==> src/rtl/pipeline_pkg.sv <==
// Shared constants for the MIPS pipeline hazard sequencer.
// FSM state encodings, the zero register and the control bundle type.
package pipeline_pkg;

  localparam logic [1:0] ST_RUN        = 2'd0;
  localparam logic [1:0] ST_LOAD_STALL = 2'd1;
  localparam logic [1:0] ST_FLUSH      = 2'd2;
  localparam logic [1:0] ST_MEM_WAIT   = 2'd3;

  localparam logic [4:0] REG_ZERO = 5'd0;

  typedef struct packed {
    logic pc_write;
    logic if_id_write;
    logic if_id_flush;
    logic id_ex_write;
    logic id_ex_bubble;
    logic ex_mem_write;
  } ctrl_t;

endpackage

==> src/rtl/load_use_detect.sv <==
// Combinational load-use detector between the EX load and the ID reader.
// Ports: id_rs/id_rt/id_uses_rt (ID), ex_mem_read/ex_rt (EX), hz out.
module load_use_detect
  import pipeline_pkg::*;
(
  input  logic [4:0] id_rs,
  input  logic [4:0] id_rt,
  input  logic       id_uses_rt,
  input  logic [1:0] ex_mem_read,
  input  logic [4:0] ex_rt,
  output logic       hz
);

  logic rs_hit;
  logic rt_hit;

  assign rs_hit = (ex_rt == id_rs);
  assign rt_hit = id_uses_rt && (ex_rt == id_rt);
  assign hz = (ex_mem_read != 2'd0) && (ex_rt != REG_ZERO)
            && (rs_hit || rt_hit);

endmodule

==> src/rtl/pipeline_hazard_ctrl.sv <==
// Stall/flush/freeze sequencer for the IF/ID, ID/EX, EX/MEM buffers.
// Ports: hazard inputs from ID/EX/MEM, per-buffer enables, state, stall count.
module pipeline_hazard_ctrl
  import pipeline_pkg::*;
#(
  parameter int FLUSH_CYCLES = 1
) (
  input  logic        clk,
  input  logic        i_rst_n,
  input  logic [4:0]  i_id_rs,
  input  logic [4:0]  i_id_rt,
  input  logic        i_id_uses_rt,
  input  logic [1:0]  i_ex_memRead,
  input  logic [4:0]  i_ex_rt,
  input  logic        i_ex_branch_taken,
  input  logic        i_ex_jump,
  input  logic        i_mem_busy,
  output logic        o_pc_write,
  output logic        o_if_id_write,
  output logic        o_if_id_flush,
  output logic        o_id_ex_write,
  output logic        o_id_ex_bubble,
  output logic        o_ex_mem_write,
  output logic [1:0]  o_state,
  output logic [15:0] o_stall_cycles
);

  localparam logic [1:0] FLUSH_LOAD = 2'(FLUSH_CYCLES - 1);

  logic [1:0] state, state_n;
  logic [1:0] ret, ret_n;
  logic [1:0] cnt, cnt_n;
  logic [1:0] eff;
  logic       hz, rd;
  logic       frz, fl, rdr, stl;
  ctrl_t      ctl;

  load_use_detect u_lud (
    .id_rs       (i_id_rs),
    .id_rt       (i_id_rt),
    .id_uses_rt  (i_id_uses_rt),
    .ex_mem_read (i_ex_memRead),
    .ex_rt       (i_ex_rt),
    .hz          (hz)
  );

  assign rd = i_ex_branch_taken | i_ex_jump;

  // On the release cycle MEM_WAIT decodes as the saved return state.
  assign eff = (state == ST_MEM_WAIT) ? ret : state;

  // Mutually exclusive actions in priority order.
  assign frz = i_mem_busy;
  assign fl  = !frz && (eff == ST_FLUSH);
  assign rdr = !frz && !fl && rd;
  assign stl = !frz && !fl && !rd && hz && (eff == ST_RUN);

  always_ff @(posedge clk) begin
    if (!i_rst_n) begin
      state <= ST_RUN;
      ret   <= ST_RUN;
      cnt   <= 2'd0;
    end else begin
      state <= state_n;
      ret   <= ret_n;
      cnt   <= cnt_n;
    end
  end

  always_comb begin
    state_n = ST_RUN;
    ret_n   = ret;
    cnt_n   = cnt;
    unique case (1'b1)
      frz: begin
        state_n = ST_MEM_WAIT;
        if (state != ST_MEM_WAIT)
          ret_n = (state == ST_FLUSH) ? ST_FLUSH : ST_RUN;
      end
      fl: begin
        cnt_n   = (cnt == 2'd0) ? 2'd0 : cnt - 2'd1;
        state_n = (cnt <= 2'd1) ? ST_RUN : ST_FLUSH;
      end
      rdr: begin
        if (FLUSH_CYCLES > 1) begin
          cnt_n   = FLUSH_LOAD;
          state_n = ST_FLUSH;
        end
      end
      stl: state_n = ST_LOAD_STALL;
      default: state_n = ST_RUN;
    endcase
  end

  always_comb begin
    ctl = '{pc_write: 1'b1, if_id_write: 1'b1, if_id_flush: 1'b0,
            id_ex_write: 1'b1, id_ex_bubble: 1'b0, ex_mem_write: 1'b1};
    if (!i_rst_n) begin
      ctl = '{pc_write: 1'b0, if_id_write: 1'b0, if_id_flush: 1'b1,
              id_ex_write: 1'b0, id_ex_bubble: 1'b1, ex_mem_write: 1'b0};
    end else begin
      unique case (1'b1)
        frz: ctl = '0;
        fl, rdr: begin
          ctl.if_id_flush  = 1'b1;
          ctl.id_ex_bubble = 1'b1;
        end
        stl: begin
          ctl.pc_write     = 1'b0;
          ctl.if_id_write  = 1'b0;
          ctl.id_ex_bubble = 1'b1;
        end
        default: ;
      endcase
    end
  end

  assign o_pc_write     = ctl.pc_write;
  assign o_if_id_write  = ctl.if_id_write;
  assign o_if_id_flush  = ctl.if_id_flush;
  assign o_id_ex_write  = ctl.id_ex_write;
  assign o_id_ex_bubble = ctl.id_ex_bubble;
  assign o_ex_mem_write = ctl.ex_mem_write;
  assign o_state        = state;

  always_ff @(posedge clk) begin
    if (!i_rst_n)
      o_stall_cycles <= 16'd0;
    else if (!ctl.pc_write && (o_stall_cycles != 16'hFFFF))
      o_stall_cycles <= o_stall_cycles + 16'd1;
  end

endmodule
==> config.mk <==
export PLATFORM = sky130hd
export DESIGN_NAME = pipeline_hazard_ctrl
export DESIGN_NICKNAME = d
export VERILOG_FILES = /design/src/rtl/pipeline_pkg.sv /design/src/rtl/load_use_detect.sv /design/src/rtl/pipeline_hazard_ctrl.sv
export SDC_FILE = /design/constraint.sdc
export NUM_CORES = 1
export LEC_CHECK = 0
export ABC_AREA = 0
export BUFFER_PORTS_ARGS = -buffer_cell sky130_fd_sc_hd__clkbuf_2
export CAP_MARGIN = 20
export CELL_PAD_IN_SITES_DETAIL_PLACEMENT = 1
export CELL_PAD_IN_SITES_GLOBAL_PLACEMENT = 1
export CORE_ASPECT_RATIO = 1.1
export CORE_MARGIN = 4
export CORE_UTILIZATION = 34
export DETAILED_ROUTE_END_ITERATION = 16
export GPL_ROUTABILITY_DRIVEN = 0
export PLACE_DENSITY_LB_ADDON = 0.08
export SETUP_SLACK_MARGIN = 0.2
export SYNTH_ARGS = -nofsm -noshare
export SYNTH_HDL_FRONTEND = slang
export SYNTH_SLANG_ARGS = --single-unit
export TNS_END_PERCENT = 30
==> constraint.sdc <==
create_clock -name clk -period 2.9 [get_ports clk]
set_input_delay 0.725 -clock clk [delete_from_list [all_inputs] [get_ports clk]]
set_output_delay 0.725 -clock clk [all_outputs]
set_load 0.02 [all_outputs]
---- Yosys cells after proc, flatten, opt, wreduce, memory -nomap -nowiden ----
Index checks and enable logic that the tools add are counted.
W data, S select, Z words.
cells by class
  add/subtract/negate cells ............... 2
  order comparisons ....................... 1
  equality and inequality tests ........... 7
  muxes and demuxes ....................... 10
  bitwise logic cells ..................... 1
  reductions and logical operators ........ 23
operators with widths
  kind                     count
  $add A16 B1 Y16 const B  1
  $ne A16 B16 Y1 const B   1
  $eq A5 B5 Y1             2
  $logic_and A1 B1 Y1      10
  $mux W2                  5
  $eq A2 B2 Y1 const B     3
  $mux W6                  1
  $pmux W2 S3              1
  $reduce_bool A5 Y1       1
  $logic_not A1 Y1         4
  $logic_not A2 Y1         2
  $reduce_or A2 Y1         2
  $mux W1                  3
  $reduce_or A3 Y1         1
  $le A2 B1 Y1 const B     1
  $ne A2 B2 Y1 const B     1
  $reduce_and A2 Y1        1
  $reduce_bool A2 Y1       1
  $sub A2 B1 Y2 const B    1
  $logic_or A1 B1 Y1       1
  $or A1 B1 Y1             1
storage, ports and cells
  flip-flop bits (word level) ............. 22
  input bits .............................. 23
  output and inout port bits .............. 24
  word-level logic and storage cells ...... 48

---- Longest topological paths before layout ----
  depth after elaboration ................. 14
  mapped depth ............................ 7
  mapped depth without buffers ............ 6

---- Hierarchy ----
From an unflattened synthesis, not the netlist that was laid out.
second synthesis, totals
  cells, all modules ...................... 143
  area total of the unflattened synthesis .. 1,214.9 um2
by module, submodules not included
  module                times used  cells an instance  area an instance (um2)  seq. area each (um2)
  pipeline_hazard_ctrl  1           126                1,081.0                 420.4
  load_use_detect       1           17                 133.9                   0.0

---- Worst setup path after synthesis ----
Ideal clock, no wire load.
  kind .................................... input-to-output
  start point ............................. in i_ex_rt[1]
  end point ............................... out o_pc_write
  arrival time ............................ 2.202 ns
  data required time ...................... 2.175 ns
  slack ................................... -0.027 ns
  stages on the path ...................... 6
  buffers on the path ..................... 1
  cell sequence ........................... or4_1 -> nor2_2 -> nor4b_4 -> a21o_1 -> nor2_1 -> buf_4
on the way
  longest elaborated chain between the ends .. 9
  elaborated cells on any way between the ends .. 12
  classes of those cells .................. eq/ne (2); mux (2); reduce/logical (8)
ends and longest elaborated chain
  what                                RTL line                     source
  start, declared                     pipeline_hazard_ctrl.sv:14   input logic [4:0] i_ex_rt,
  $eq A5 B5 Y1                        load_use_detect.sv:18        assign rt_hit = id_uses_rt && (ex_rt == id_rt);
  $logic_and A1 B1 Y1                 load_use_detect.sv:18
  $logic_or A1 B1 Y1                  load_use_detect.sv:20        && (rs_hit || rt_hit);
  $logic_and A1 B1 Y1 *               load_use_detect.sv:20
  $logic_and A1 B1 Y1 * (2 in a row)  pipeline_hazard_ctrl.sv:56   assign stl = !frz && !fl && !rd && hz && (eff == ST_RUN);
  $reduce_or A2 Y1 (no line) *        --
  $mux W2 *                           pipeline_hazard_ctrl.sv:102  unique case (1'b1)
  $mux W6 *                           pipeline_hazard_ctrl.sv:98   if (!i_rst_n) begin
  end, declared                       pipeline_hazard_ctrl.sv:18   output logic o_pc_write,
Mark *: on every way between the ends. The rest lies on a longest branch, timed or not.

---- Worst setup path in the final report ----
  start point ............................. in i_ex_rt[4]
  end point ............................... out o_if_id_write
on the way
  longest elaborated chain between the ends .. 9
  elaborated cells on any way between the ends .. 12
  classes of those cells .................. eq/ne (2); mux (2); reduce/logical (8)
ends and longest elaborated chain
  what                                RTL line                     source
  $eq A5 B5 Y1                        load_use_detect.sv:18
  $logic_and A1 B1 Y1                 load_use_detect.sv:18
  $logic_or A1 B1 Y1                  load_use_detect.sv:20
  $logic_and A1 B1 Y1 *               load_use_detect.sv:20
  $logic_and A1 B1 Y1 * (2 in a row)  pipeline_hazard_ctrl.sv:56
  $reduce_or A2 Y1 (no line) *        --
  $mux W2 *                           pipeline_hazard_ctrl.sv:102
  $mux W6 *                           pipeline_hazard_ctrl.sv:98
  end, declared                       pipeline_hazard_ctrl.sv:19   output logic o_if_id_write,
Marks and branches as above.

==> Flow_metrics.wiki <==
{| class="wikitable"
! Metric !! Value
|-
| Outcome || complete, no violations
|-
| Time the final worst path needs with I/O delays and setup || ~2.8 ns
|-
| Hold violation total from the final report || 0
|-
| Count of buffers inserted at the top-level ports || 46
|-
| Cell internal power dissipation || roughly 400 uW
|-
| Tot GR Track Use || approximately 16%
|-
| Number of nets with antenna violations after detailed routing || 0
|-
| Horizontal die dimension || roughly 65 um
|-
| Number of enable-type register cells in the synthesized netlist || 0
|-
| Root Buffer Master || clkbuf_4
|-
| Final worst clock skew || around 0.0059 ns
|-
| Vias per inst || between 5 and 6
|-
| Routed len/inst || ~15 um
|-
| Clock transition at the registers of the reported paths || 0.12 ns
|-
| Metal-1 WL || about 1600 um
|-
| Final TNS setup || 0 ns
|-
| Mapped Area || approximately 0.0012 mm2
|-
| Via count of the first global-routing pass || 1310
|-
| Area of the die || approximately 0.0047 mm2
|-
| Endpoint required time on the critical path || 2.17 ns
|-
| RSZ-0062 raised after global routing || yes
|-
| Number of placement rows || 22
|-
| Fin crit share || a little over nine tenths
|-
| Fraction of power spent switching nets || 29.0%
|-
| Later-pin clock latency in the skew report || 0.31 ns
|-
| Final count of negative-setup-slack endpoints || 0
|-
| Post-layout utilization of the core || about 47%
|-
| Worst Path Arrival || 2.03 ns
|-
| Pin count of the biggest net entering global routing || 21
|-
| Worst IR Drop VDD || between 150 and 200 uV
|-
| Antenna violations before repair || 0
|-
| Routed wl met2 || between 1500 and 2000 um
|-
| Fraction of the yosys area taken by sequential cells || 34.0%
|-
| Most used standard cells in the synthesized netlist || 21 x dfxtp_1, 16 x nand2_1, 10 x a21oi_1, 10 x xnor2_1, 9 x nand4_1
|-
| Core Area || 0.00341 mm2
|-
| Wire length on met3 || between 150 and 200 um
|-
| 1st-iter DRT viols || approximately 40
|-
| Half-perimeter wire length after placement || between 2000 and 3000 um
|-
| Initial Utilization || between 30% and 40%
|-
| Number of max-slew violations in the final report || 0
|-
| Maximum fanout encountered on the critical timing path || 3
|-
| Critical path startpoint category || primary input
|-
| Worst Setup Path Type || in2out
|-
| Biggest area consumer among synthesized cells || dfxtp_1
|-
| Measured slew at the worst slew-check pin || 0.696 ns
|-
| Power density cells || between 300 and 400 mW/mm2
|-
| Area delta synth->final || 28.9%
|-
| Post-layout net count || between 200 and 250
|-
| Fraction of final layout cells sized beyond drive strength 1 || 31.8%
|-
| Placed cell area || approximately 0.0015 mm2
|-
| Register bit count reported by yosys || 21
|-
| Final worst setup slack || between 0.1 and 0.15 ns
|-
| Power spent charging and discharging nets || between 150 and 200 uW
|-
| H-tree lvl count || 1
|-
| Total of warnings raised by yosys || 0
|-
| Number of maximum-capacitance constraint violations || 0
|-
| Library cell contributing the largest single delay on the critical path || or4_4
|-
| Synth cell types || 37
|-
| Sink Count || 21
|-
| Top-area cell type share of the netlist area || between 30 and 40%
|-
| Peak Freq || 363 MHz
|-
| Number of I/O pins || 47
|-
| DRC violations left || 0
|-
| Synth async-reset ratio || 0%
|-
| Most repeated cell in the gate-level netlist after synthesis || dfxtp_1
|-
| Antenna diode count || 0
|-
| Highest Signal Layer || met4
|-
| Maximum root-to-sink buffer count || 2
|-
| Total design power || between 500 and 600 uW
|-
| First-pass iteration count of the detailed router || 4
|-
| Detailed-route via count || roughly 1300
|-
| Stage delay of the slowest cell on the critical path || roughly 0.54 ns
|-
| Clk network pwr share || 26.8%
|-
| Main area contributors after synthesis || dfxtp_1 34%, xnor2_1 7.1%, nand2_1 4.9%
|-
| Leakage power || between 0.6 and 0.7 nW
|-
| Final design instance area without fill || around 0.0016 mm2
|-
| DRT Wirelength || approximately 3600 um
|-
| Relative slew slack || a little over half
|-
| Synthesized net count || 174
|-
| Top FF cell, synth || dfxtp_1
|-
| CTS tree || done
|-
| Syn Area/Cell || ~8.2 um2
|-
| Combinational cell fraction of total power || between 10% and 20%
|-
| Syn Inst Count || 150
|-
| Flop pwr share || between 50% and 60%
|-
| GR Overflow Total || 0
|-
| CP Capture Type || output port
|-
| First-pass GRT wire length || approximately 6100 um
|-
| Dpl ws || 0.0490 ns
|-
| Hold buffer count at CTS || 0
|-
| CP cell instances || clkbuf_8 > or4_4 > nor2_4 > nor4b_4 > a21o_1 > nor2_4 > clkbuf_8
|-
| Num CTS Buffers || 3
|-
| Path category of the worst min-delay check || reg2reg
|-
| Height of the die || 71.2 um
|}
-- per-stage QoR --
stage | std cells | hold slack (ns)
2_1_floorplan | 150 | 0.423
3_3_place_gp | 240 | 0.437
3_5_place_dp | 240 | 0.448
4_1_cts | 246 | 0.466
5_1_grt | 246 | 0.491
6_report | 246 | 0.460
-- logic make-up after synthesis --
logic type | Yosys count | synth area share, %
flops | 21 | 34.0
compound gates | 34 | 18.1
xor+xnor | 10 | 7.09
fa+ha+maj | 1 | 1.01
buf+inv | 11 | 4.76
simple gates | 69 | 31.7
mux | 4 | 3.24
-- flip-flops by register name (all words and copies together), names as in the netlist --
| name | count |
|---|---|
| o_stall_cycles | 16 |
| cnt | 2 |
| o_state | 2 |
| ret | 1 |
-- power groups by stage --
stage | clock network [mW] | logic, mW | registers, mW
2_1_floorplan | 0 | 0.0592 | 0.310
3_3_place_gp | 0 | 0.0976 | 0.307
3_5_place_dp | 0 | 0.102 | 0.307
4_1_cts | 0.155 | 0.108 | 0.300
5_1_grt | 0.167 | 0.117 | 0.301
6_report | 0.149 | 0.106 | 0.300
-- placed cells by master, fill, tap and decap left out, types with 2 or more instances in the layout --
cell / n
nor2_1: 6
nor3_1: 5
nand3_1: 6
nor2_4: 2
nand2_1: 16
o22ai_1: 2
dfxtp_1: 21
or3_1: 7
a21oi_1: 10
nand4_1: 9
clkbuf_8: 3
or4_1: 2
mux2i_1: 4
a21o_1: 2
o41ai_1: 2
nand2b_1: 5
buf_4: 6
nor4_1: 2
inv_1: 3
xnor2_1: 10
o21ai_0: 8
clkbuf_4: 3
clkbuf_2: 43
and3_1: 3
a31oi_1: 2
a211oi_2: 2
o21ai_1: 2
-- routing by layer --
| layer | track usage (%) | vias up |
|---|---|---|
| met3 | 2.66 | 4 |
| met5 | 0 | - |
| li1 | - | 644 |
| met1 | 20.1 | 629 |
| met2 | 29.4 | 34 |
| met4 | 4.15 | 0 |
-- final cells by class --
type	count	area, um2
Inverter	3	11.3
Fill cell	464	1820
Timing Repair Buffer	52	302
Tap cell	48	60.1
Sequential cell	21	420
Clock buffer	4	26.3
Multi-Input combinational cell	118	772
-- critical path: cells and delay by family --
family / cells / cell delay (ns)
buffers and inverters: 2 / 0.27
AO/OA/AOI/OAI: 1 / 0.21
AND/OR/NAND/NOR: 4 / 0.83
-- path summary, 6_finish.rpt --
check	start	end	slack (ns)	cells after the start
max	i_ex_rt[4]	o_if_id_write	0.15	7
min reg2reg	cnt[1]$_SDFFE_PN0P_	cnt[1]$_SDFFE_PN0P_	0.46	2
min	cnt[1]$_SDFFE_PN0P_	cnt[1]$_SDFFE_PN0P_	0.46	2
max reg2reg	o_state[0]$_SDFF_PN0_	o_stall_cycles[15]$_SDFFE_PN0P_	0.73	8
-- repair_timing --
action,CTS,global route
endpoints found under the setup margin,2,2
cloned,0,0
gates resized for setup,5,0
pin swaps,4,0
buffers inserted,2,0
Power figures use the tool's default switching activity.
